`src/rtl/test_sig_pkg.sv`:
```
// Shared types and widths for the DDS test-signal sweep controller and its users.
package test_sig_pkg;

   localparam int unsigned PHASE_W = 20;
   localparam int unsigned STEP_W  = 16;
   localparam int unsigned DWELL_W = 24;

   typedef enum logic [1:0] {
      IDLE   = 2'd0,
      LOAD   = 2'd1,
      DWELL  = 2'd2,
      FINISH = 2'd3
   } state_t;

   // Counter reload value for a tone: max(dwell,1)-1
   function automatic logic [DWELL_W-1:0] dwell_m1(input logic [DWELL_W-1:0] d);
      return (d == '0) ? '0 : d - DWELL_W'(1);
   endfunction

endpackage

```
`src/rtl/sweep_dwell_cnt.sv`:
```
// Loadable down-counter; zero is registered alongside the count.
module sweep_dwell_cnt
   import test_sig_pkg::*;
(
   input  logic               clk,
   input  logic               rst,
   input  logic               load,
   input  logic [DWELL_W-1:0] load_val,
   input  logic               en,
   output logic               zero
);

   logic [DWELL_W-1:0] r_cnt;
   logic               r_zero;

   always_ff @(posedge clk) begin
      if (rst) begin
         r_cnt  <= '0;
         r_zero <= 1'b1;
      end else if (load) begin
         r_cnt  <= load_val;
         r_zero <= (load_val == '0);
      end else if (en && (r_cnt != '0)) begin
         r_cnt  <= r_cnt - DWELL_W'(1);
         r_zero <= (r_cnt == DWELL_W'(1));
      end
   end

   assign zero = r_zero;

endmodule

```
`config.mk`:
```
export PLATFORM = sky130hd
export DESIGN_NAME = sweep_dwell_cnt
export DESIGN_NICKNAME = d
export VERILOG_FILES = /design/src/rtl/test_sig_pkg.sv /design/src/rtl/sweep_dwell_cnt.sv
export SDC_FILE = /design/constraint.sdc
export NUM_CORES = 1
export LEC_CHECK = 0
export BUFFER_PORTS_ARGS = -buffer_cell sky130_fd_sc_hd__buf_2
export CORE_MARGIN = 4
export CORE_UTILIZATION = 55
export DETAILED_ROUTE_END_ITERATION = 8
export GPL_TIMING_DRIVEN = 0
export PLACE_DENSITY_LB_ADDON = 0.1
export SETUP_SLACK_MARGIN = 0.2
export SKIP_CTS_REPAIR_TIMING = 1
export SYNTH_ARGS = -nofsm -noshare
export SYNTH_HDL_FRONTEND = slang
export SYNTH_SLANG_ARGS = --single-unit
```
`constraint.sdc`:
```
create_clock -name clk -period 2.6 [get_ports clk]
set_input_delay 0.26 -clock clk [delete_from_list [all_inputs] [get_ports clk]]
set_output_delay 0.26 -clock clk [all_outputs]
set_load 0.03 [all_outputs]
```
==> reports/summary.txt, run 1 <==
Status = finished, final reports clean
Syn_area_per_cell = 8.37 um2
Die area = 3970 um2
Sw Share = 0.350
Initial Utilization = 0.589
Critical Path Fanout Max = 9
Vias = 1739
Die width = 63.0 um
Num CTS Buffers = 3
Layout cells sized above 1 = 0.245
H-tree levels = 1
DP HPWL = 3570 um
TritonRoute pass-1 iters = 5
Compound-gate portion of the synthesized area = 0.245
Asr flop ratio synth = 0
R2R Path End = r_cnt[19]
Proportion of synthesized area in mux cells = 0
Total GRT Usage = 0.247
Peak supply drop = 0.334 mV
Final Max Slew Viols = 0
FF-to-FF Start = r_cnt[2]
Critical Path Start Type = flip-flop
Post-synthesis register bit count = 25
Avg WL per Cell = 18.5 um
Worst slew margin = 0.578
Hold Path Class = input port to flip-flop
Clock Path Buffers = 2
Overall Power = 0.894 mW
CTS tree = yes
Max Cap Violations = 0
Area share of fa/ha/maj cells after synthesis = 0.0225
Synth cell types = 53
Worst clock skew = 0.0121 ns
Worst path required time = 2.86 ns
Final setup viols = 0
Total Routed Length = 4890 um
Hold WS = 0.177 ns
DRC Markers = 0
Main combinational cell family by area after synthesis = simple AND/OR/NAND/NOR gates
Reg2Reg Depth = 5
Antenna Cells = 0
Worst reg2reg setup slack = 0.29 ns
Hold path cells = 3
First-pass GRT wire length = 7820 um
Fin nets = 265
Die Ht = 63.0 um
Final Hold Fails = 0
Largest net degree at the start of global routing = 15
Hold path start = load_val[7]
Int Power = 0.581 mW
Clk pwr share = 0.209
Most common cell after layout, fill and taps aside = nor2_1
Post-layout minimum cycle time = 2.31 ns
Crit end category = flip-flop
Cell Area, Synth = 1670 um2
Static Leak = 0.680 nW
IO Pins = 29
DR iter-0 viols = 146
Gate power share = 0.284
Placed Cells = 256
Area grow syn2layout = 15.8%
RSZ-0062 raised after global routing = true
Crit path kind = flip-flop to flip-flop
Most frequent cells in the layout = 28 x nor2_1, 26 x buf_2, 23 x dfxtp_1
Post-DRT Antenna Nets = 0
Hold Path Sink = r_cnt[7]
Worst skew pair latency = 0.34 ns
Reg clk slew, reported paths = 0.15 ns
Core Box Area = 2830 um2
Number of flops mapped to enable cells by yosys = 0
Post-Synthesis Cells = 199
Worst Max-Slew Pin Slew = 0.629 ns
Syn nets = 230
Xor/xnor cell area share of the yosys netlist = 0.0736
Register share of total power = 0.507
Clk sinks = 25
Power per cell area = 464 nW/um2
Post-synthesis simple-gate area fraction = 0.305
Vias in the first global route = 1582
Post-DR vias/cell = 6.59
Gp weighted congestion = 0.939
Num rows = 19
TNS Setup = 0 ns
Final period utilization = 0.890
CP Data Arrival Time = 2.58 ns
Synth Flop Type = dfxtp_1
Port-buffer cells = 26
Register area share after synthesis = 0.300
Initial antenna violation count = 0
Clock root cell = clkbuf_4
Grt total ovfl = 0
Ys Warns = 0
Fin cells = 264
Switching power of the nets = 0.313 mW
Fmax = 432 MHz
area by class of cell:
class,instances,area (um2)
buffer,13,61.3
clock buffer,3,22.5
clock inverter,1,5.00
fill,239,900
inverter,9,33.8
multi-input combinational,152,1100
sequential,25,505
tap,31,38.8
timing repair buffer,30,160
worst max-delay path by stage:
stage	from	endpoint	depth (start not counted)
after CTS	r_cnt[0]	r_cnt[19]	8
after detailed placement	r_cnt[0]	r_cnt[19]	8
after global placement	r_cnt[0]	r_cnt[9]	8
final	r_cnt[2]	r_cnt[19]	5
after floorplan	r_cnt[0]	r_cnt[19]	8
after global routing	r_cnt[2]	r_cnt[23]	5
routing by layer:
layer  track usage  routed length (um)
met1         0.338                2190
met3        0.0342                 348
met5             0                   0
met4        0.0937                  66
met2         0.389                2280
state kept, by name (all words and copies together) (netlist names):
register and count:
r_cnt 24, zero 1
cell families after synthesis:
kind of cell	after synthesis
flip-flops	25
adder cells (fa/ha/maj)	3
AO/OA/AOI/OAI	52
buffers and inverters	22
AND/OR/NAND/NOR	83
XOR/XNOR	14
power by group through the flow:
stage	Sequential, mW	Clock [mW]	Combinational, mW
after global routing	0.458	0.209	0.278
after global placement	0.456	0	0.231
after CTS	0.450	0.190	0.237
final	0.453	0.187	0.254
after floorplan	0.452	0	0.166
after detailed placement	0.458	0	0.235
worst max-delay path: stages (launching register included):
cell	delay, ns
dfxtp_1	0.42
nor4_1	0.51
nand2_1	0.38
a2111oi_0	0.56
xnor2_1	0.13
a211oi_1	0.24
synth_stat cells (2+ instances only):
library cell / n / area [um2]
a2111oi_0: 6 / 52.6
or4_1: 3 / 22.5
a221oi_1: 2 / 17.5
o21ai_0: 4 / 20.0
nor3_1: 7 / 35.0
nand3_1: 3 / 15.0
xnor2_1: 13 / 114
nor4b_1: 2 / 17.5
nor4_1: 10 / 62.6
or4_4: 2 / 22.5
clkbuf_1: 9 / 33.8
ha_1: 3 / 37.5
and4_1: 3 / 26.3
nor2_1: 28 / 105
a211oi_1: 15 / 113
a311oi_1: 3 / 26.3
inv_1: 9 / 33.8
o31ai_1: 2 / 15.0
nand4_1: 5 / 31.3
a21oi_1: 6 / 30.0
nor4_4: 2 / 42.5
nor2b_1: 2 / 12.5
dfxtp_1: 25 / 500
nand2_1: 6 / 22.5
stage by stage:
stage	area, um2	worst slack (ns)	utilization
6_report	1930	0.286	0.682
5_1_grt	1930	0.167	0.682
4_1_cts	1860	0.108	0.659
3_5_place_dp	1840	0.145	0.649
3_3_place_gp	1840	0.222	0.649
2_1_floorplan	1670	0.470	-
(Power assumes the default switching activity.)
==> run 2: changes to the inputs <==
--- a/config.mk
+++ b/config.mk
@@ -6,8 +6,10 @@
 export NUM_CORES = 1
 export LEC_CHECK = 0
 export BUFFER_PORTS_ARGS = -buffer_cell sky130_fd_sc_hd__buf_2
+export CELL_PAD_IN_SITES_DETAIL_PLACEMENT = 2
+export CELL_PAD_IN_SITES_GLOBAL_PLACEMENT = 2
 export CORE_MARGIN = 4
-export CORE_UTILIZATION = 55
+export CORE_UTILIZATION = 33
 export DETAILED_ROUTE_END_ITERATION = 8
 export GPL_TIMING_DRIVEN = 0
 export PLACE_DENSITY_LB_ADDON = 0.1
==> reports/summary.txt, run 2 (synthesized netlist as in run 1, its figures left out) <==
Worst reg2reg setup slack = 0.26 ns (-0.02 ns)
TritonRoute pass-1 iters = 4 (-1)
Worst Max-Slew Pin Slew = 0.749 ns (+0.120 ns)
Worst-path cell chain = inv_2, ha_2, or4b_4, nor4_4, buf_4, and2_2, o21ai_0, a221oi_1
CP Data Arrival Time = 2.52 ns (-0.06 ns)
Largest register FFs = 24 (unchanged)
DP HPWL = 4740 um (+33%)
Most frequent cells in the layout = 28 x nor2_1, 26 x buf_2, 24 x dfxtp_1
Final setup margin = 0.263 ns (-0.0232 ns)
Initial Utilization = 0.346 (-0.243)
Post-DR vias/cell = 5.83 (-12%)
Crit. Startpoint = r_cnt[0]
DR iter-0 viols = 72 (-51%)
Antenna Cells = 0 (unchanged)
Status = finished, final reports clean
Power per cell area = 492 nW/um2 (+6.2%)
Critical Path Start Type = flip-flop
Final Max Slew Viols = 0 (unchanged)
Area grow syn2layout = 19.7%
Worst slew margin = 0.487 (-0.0902)
Grt total ovfl = 0 (unchanged)
IO Pins = 29 (unchanged)
Final period utilization = 0.899 (+0.00891)
Clock Path Buffers = 2 (unchanged)
Clk sinks = 25 (unchanged)
TNS Setup = 0 ns (unchanged)
Reg clk slew, reported paths = 0.10 ns (-0.05 ns)
Largest net degree at the start of global routing = 14 (-1)
Final setup viols = 0 (unchanged)
Total GRT Usage = 0.210 (-0.0371)
Gp weighted congestion = 0.848 (-9.8%)
RSZ-0062 raised after global routing = true
Reg area = 502 um2 (-0.74%)
Die area = 6250 um2 (+57%)
FF-to-FF Start = r_cnt[0]
Initial antenna violation count = 0 (unchanged)
Num CTS Buffers = 3 (unchanged)
Hold WS = 0.246 ns (+0.0691 ns)
Vias in the first global route = 1896 (+20%)
First-pass GRT wire length = 10200 um (+30%)
Area of the multi-input gates = 1120 um2 (+1.8%)
Num rows = 25 (+6)
Most flop-heavy register = r_cnt
Die width = 79.1 um (+25%)
DP Worst Slack = 0.108 ns (-0.0368 ns)
Clock root cell = clkbuf_8
Filler cells = 563 (+140%)
Peak supply drop = 0.165 mV (-51%)
Max incr delay on CP = 0.48 ns (-0.08 ns)
Slowest CP cell = or4b_4
Die Ht = 79.1 um (+25%)
Fin nets = 263 (-0.75%)
Crit path kind = flip-flop to flip-flop
Avg WL per Cell = 21.8 um (+18%)
DRC Markers = 0 (unchanged)
CTS tree = yes
Most common cell after layout, fill and taps aside = nor2_1
Reg2Reg Depth = 8 (+3)
Post-DRT Antenna Nets = 0 (unchanged)
Crit end category = flip-flop
Final Hold Fails = 0 (unchanged)
Hold Path Class = input port to flip-flop
Total Routed Length = 6490 um (+33%)
R2R Path End = r_cnt[4]
Fmax = 428 MHz (-0.99%)
Post-layout minimum cycle time = 2.34 ns (+0.0232 ns)
Core Box Area = 4820 um2 (+70%)
Vias = 1737 (-0.12%)
Layout cells sized above 1 = 0.238 (-0.00654)
H-tree levels = 1 (unchanged)
Crit path to = r_cnt[4]
Max Cap Violations = 0 (unchanged)
Static Leak = 0.682 nW (+0.33%)
Critical Path Fanout Max = 4 (-5)
Worst path required time = 2.78 ns (-0.08 ns)
Post-layout util = 0.414 (-0.268)
Worst clock skew = 0.00340 ns (-0.00869 ns)
Worst skew pair latency = 0.28 ns (-0.06 ns)
Port-buffer cells = 26 (unchanged)
[run 2: worst max-delay path, delay by kind of cell, from the launching register on]
| kind | cells | cell delay (ns) |
|---|---|---|
| compound gates | 2 | 0.36 |
| fa+ha+maj | 1 | 0.19 |
| buf+inv | 2 | 0.27 |
| simple gates | 3 | 1.04 |
| flops | 1 | 0.36 |
[run 2: routing by layer]
metal,track usage,vias to the layer above,share of wire
li1,-,838,-
met1,0.280,858,0.47
met2,0.367,35,0.50
met3,0.0193,6,0.025
met4,0.0412,0,0.0088
met5,0,-,0
[run 2: worst min path at each step]
| stage | depth (start not counted) | startpoint | slack, ns | endpoint |
|---|---|---|---|---|
| final | 3 | load_val[12] | 0.25 | r_cnt[12] |
| after global routing | 3 | load_val[12] | 0.25 | r_cnt[12] |
| after CTS | 3 | load_val[12] | 0.24 | r_cnt[12] |
| after detailed placement | 2 | r_cnt[15] | 0.51 | r_cnt[15] |
| after global placement | 2 | r_cnt[15] | 0.49 | r_cnt[15] |
| after floorplan | 2 | load_val[12] | 0.41 | r_cnt[12] |
[run 2: through the flow]
stage	instances	power, mW	instance area [um2]
6_report	298	0.982	1990
5_1_grt	298	1.03	1990
4_1_cts	296	0.970	1930
3_5_place_dp	292	0.711	1880
3_3_place_gp	292	0.699	1880
2_1_floorplan	199	0.618	1670
[run 2: layout make-up]
class / count / area share
inverter: 9 / 0.0169
clock buffer: 4 / 0.0226
tap: 67 / 0.0420
sequential: 25 / 0.252
buffer: 13 / 0.0314
multi-input combinational: 152 / 0.563
timing repair buffer: 28 / 0.0728
[run 2: report_power, final]
part / leakage [nW] / total (mW) / internal, mW / switching, mW
Combinational: 0.451 / 0.270 / 0.111 / 0.159
Sequential: 0.208 / 0.459 / 0.414 / 0.0450
Clock: 0.0228 / 0.253 / 0.110 / 0.143
==> run 3: changes to the inputs <==
--- a/config.mk
+++ b/config.mk
@@ -6,10 +6,10 @@
 export NUM_CORES = 1
 export LEC_CHECK = 0
 export BUFFER_PORTS_ARGS = -buffer_cell sky130_fd_sc_hd__buf_2
-export CELL_PAD_IN_SITES_DETAIL_PLACEMENT = 2
-export CELL_PAD_IN_SITES_GLOBAL_PLACEMENT = 2
+export CELL_PAD_IN_SITES_DETAIL_PLACEMENT = 1
+export CELL_PAD_IN_SITES_GLOBAL_PLACEMENT = 1
 export CORE_MARGIN = 4
-export CORE_UTILIZATION = 33
+export CORE_UTILIZATION = 41
 export DETAILED_ROUTE_END_ITERATION = 8
 export GPL_TIMING_DRIVEN = 0
 export PLACE_DENSITY_LB_ADDON = 0.1
==> reports/summary.txt, run 3 (synthesized netlist as in run 1, its figures left out) <==
Status = finished, final reports clean
Placed Cells = 273 (-6.5%)
Switching power of the nets = 0.340 mW (-1.9%)
Hold WS = 0.241 ns (-0.00585 ns)
Met1 WL = 2430 um (-20%)
DP HPWL = 4270 um (-9.9%)
Core Box Area = 3800 um2 (-21%)
CP Data Arrival Time = 2.48 ns (-0.04 ns)
Sw Share = 0.349 (-0.00473)
Fmax = 427 MHz (-0.15%)
R2R Path End = r_cnt[7]
Grt total ovfl = 0 (unchanged)
Total Routed Length = 6060 um (-6.6%)
Crit end category = flip-flop
Largest net degree at the start of global routing = 14 (unchanged)
Post-layout minimum cycle time = 2.34 ns (+0.00348 ns)
Gate power share = 0.277 (+0.002)
Post-route cell area = 1980 um2 (-0.94%)
Reg clk slew, reported paths = 0.09 ns (about the same)
Routed length on met2 = 3060 um (-5.2%)
Die Ht = 71.8 um (-9.2%)
Post-DR vias/cell = 6.58 (+13%)
Critical Path Fanout Max = 10 (+6)
Final Max Slew Viols = 0 (unchanged)
FF-to-FF Start = r_cnt[10]
Hold Path Sink = r_cnt[12]
Hold Path Class = input port to flip-flop
Largest register FFs = 24 (unchanged)
Worst Max-Slew Pin Slew = 0.656 ns (-0.0940 ns)
CTS tree = yes
Initial antenna violation count = 0 (unchanged)
Worst path required time = 2.74 ns (-0.04 ns)
Total GRT Usage = 0.230 (+0.0206)
Initial Utilization = 0.439 (+0.0928)
Antenna Cells = 0 (unchanged)
IO Pins = 29 (unchanged)
Final period utilization = 0.900 (+0.00134)
Fin nets = 264 (+0.38%)
Num CTS Buffers = 3 (unchanged)
Crit path kind = flip-flop to flip-flop
Die area = 5150 um2 (-18%)
Worst reg2reg setup slack = 0.26 ns (about the same)
Worst skew pair latency = 0.28 ns (about the same)
Vias in the first global route = 1877 (-1.0%)
Final setup margin = 0.259 ns (-0.00348 ns)
DRC Markers = 0 (unchanged)
Int Power = 0.635 mW (+0.11%)
Worst slew margin = 0.563 (+0.0756)
Most flop-heavy register = r_cnt
Die width = 71.8 um (-9.2%)
Layout cells sized above 1 = 0.233 (-0.00534)
H-tree levels = 1 (unchanged)
Avg WL per Cell = 21.6 um (-0.60%)
Post-layout util = 0.520 (+0.106)
TritonRoute pass-1 iters = 4 (unchanged)
Num rows = 22 (-12%)
Clock root cell = clkbuf_8
Most frequent cells in the layout = 28 x nor2_1, 26 x buf_2, 25 x dfxtp_1
First-pass GRT wire length = 9340 um (-8.5%)
Clk sinks = 25 (unchanged)
Register share of total power = 0.470 (+0.003)
Area post-placement = 1860 um2 (-1.3%)
DR iter-0 viols = 146 (+100%)
Max Cap Violations = 0 (unchanged)
Clock Path Buffers = 2 (unchanged)
Max layer used = met4
Critical Path Start Type = flip-flop
Peak supply drop = 0.245 mV (+49%)
Final setup viols = 0 (unchanged)
RSZ-0062 raised after global routing = true
Port-buffer cells = 26 (unchanged)
Final Hold Fails = 0 (unchanged)
TNS Setup = 0 ns (unchanged)
Most common cell after layout, fill and taps aside = nor2_1
Power per cell area = 494 nW/um2 (+0.33%)
Clk pwr share = 0.253 (-0.005)
Hold path cells = 3 (unchanged)
Area grow syn2layout = 18.5%
Vias = 1843 (+6.1%)
Overall Power = 0.976 mW (-0.62%)
Gp weighted congestion = 0.871 (+2.7%)
Fin cells = 280 (-6.0%)
Post-DRT Antenna Nets = 0 (unchanged)
Reg2Reg Depth = 7 (-1)
Worst clock skew = 0.00202 ns (-0.00138 ns)
DP Worst Slack = 0.117 ns (+0.00916 ns)
Hold path start = load_val[12]
Static Leak = 0.685 nW (+0.45%)
Met3 Wirelength = 354 um (+120%)
==> run 3: critical path: stages, from the launching register on <==
cell	delay (ns)
dfxtp_1	0.36
nor4_4	0.48
and4_1	0.27
clkbuf_1	0.30
buf_4	0.26
a211o_1	0.19
xor2_1	0.23
a211oi_1	0.10
==> run 3: worst max-delay path by stage <==
stage          startpoint         to  cells after the start
5_1_grt          r_cnt[2]  r_cnt[19]                      5
2_1_floorplan    r_cnt[0]  r_cnt[19]                      8
3_3_place_gp     r_cnt[0]   r_cnt[9]                      8
3_5_place_dp     r_cnt[0]  r_cnt[14]                      6
4_1_cts          r_cnt[0]  r_cnt[14]                      6
6_report        r_cnt[10]   r_cnt[7]                      7
==> run 3: cell type report <==
class,count,area (um2)
fillers,473,1820
multi-input cells,152,1120
well taps,48,60.1
inverters,9,33.8
clock buffers,4,45.0
repair buffers,29,153
plain buffers,13,61.3
flip-flops and latches,25,500
==> run 3: power by group through the flow <==
stage	sequential (mW)	clock, mW	combinational [mW]
floorplan	0.452	0	0.166
global placement	0.457	0	0.236
detailed placement	0.461	0	0.243
CTS	0.452	0.245	0.245
global route	0.461	0.258	0.296
finish	0.458	0.247	0.270
==> run 3: metal layers <==
metal,vias to the layer above,global-route usage
met5,-,0
met4,0,0.0877
met3,22,0.0379
met2,80,0.398
met1,903,0.285
li1,838,-
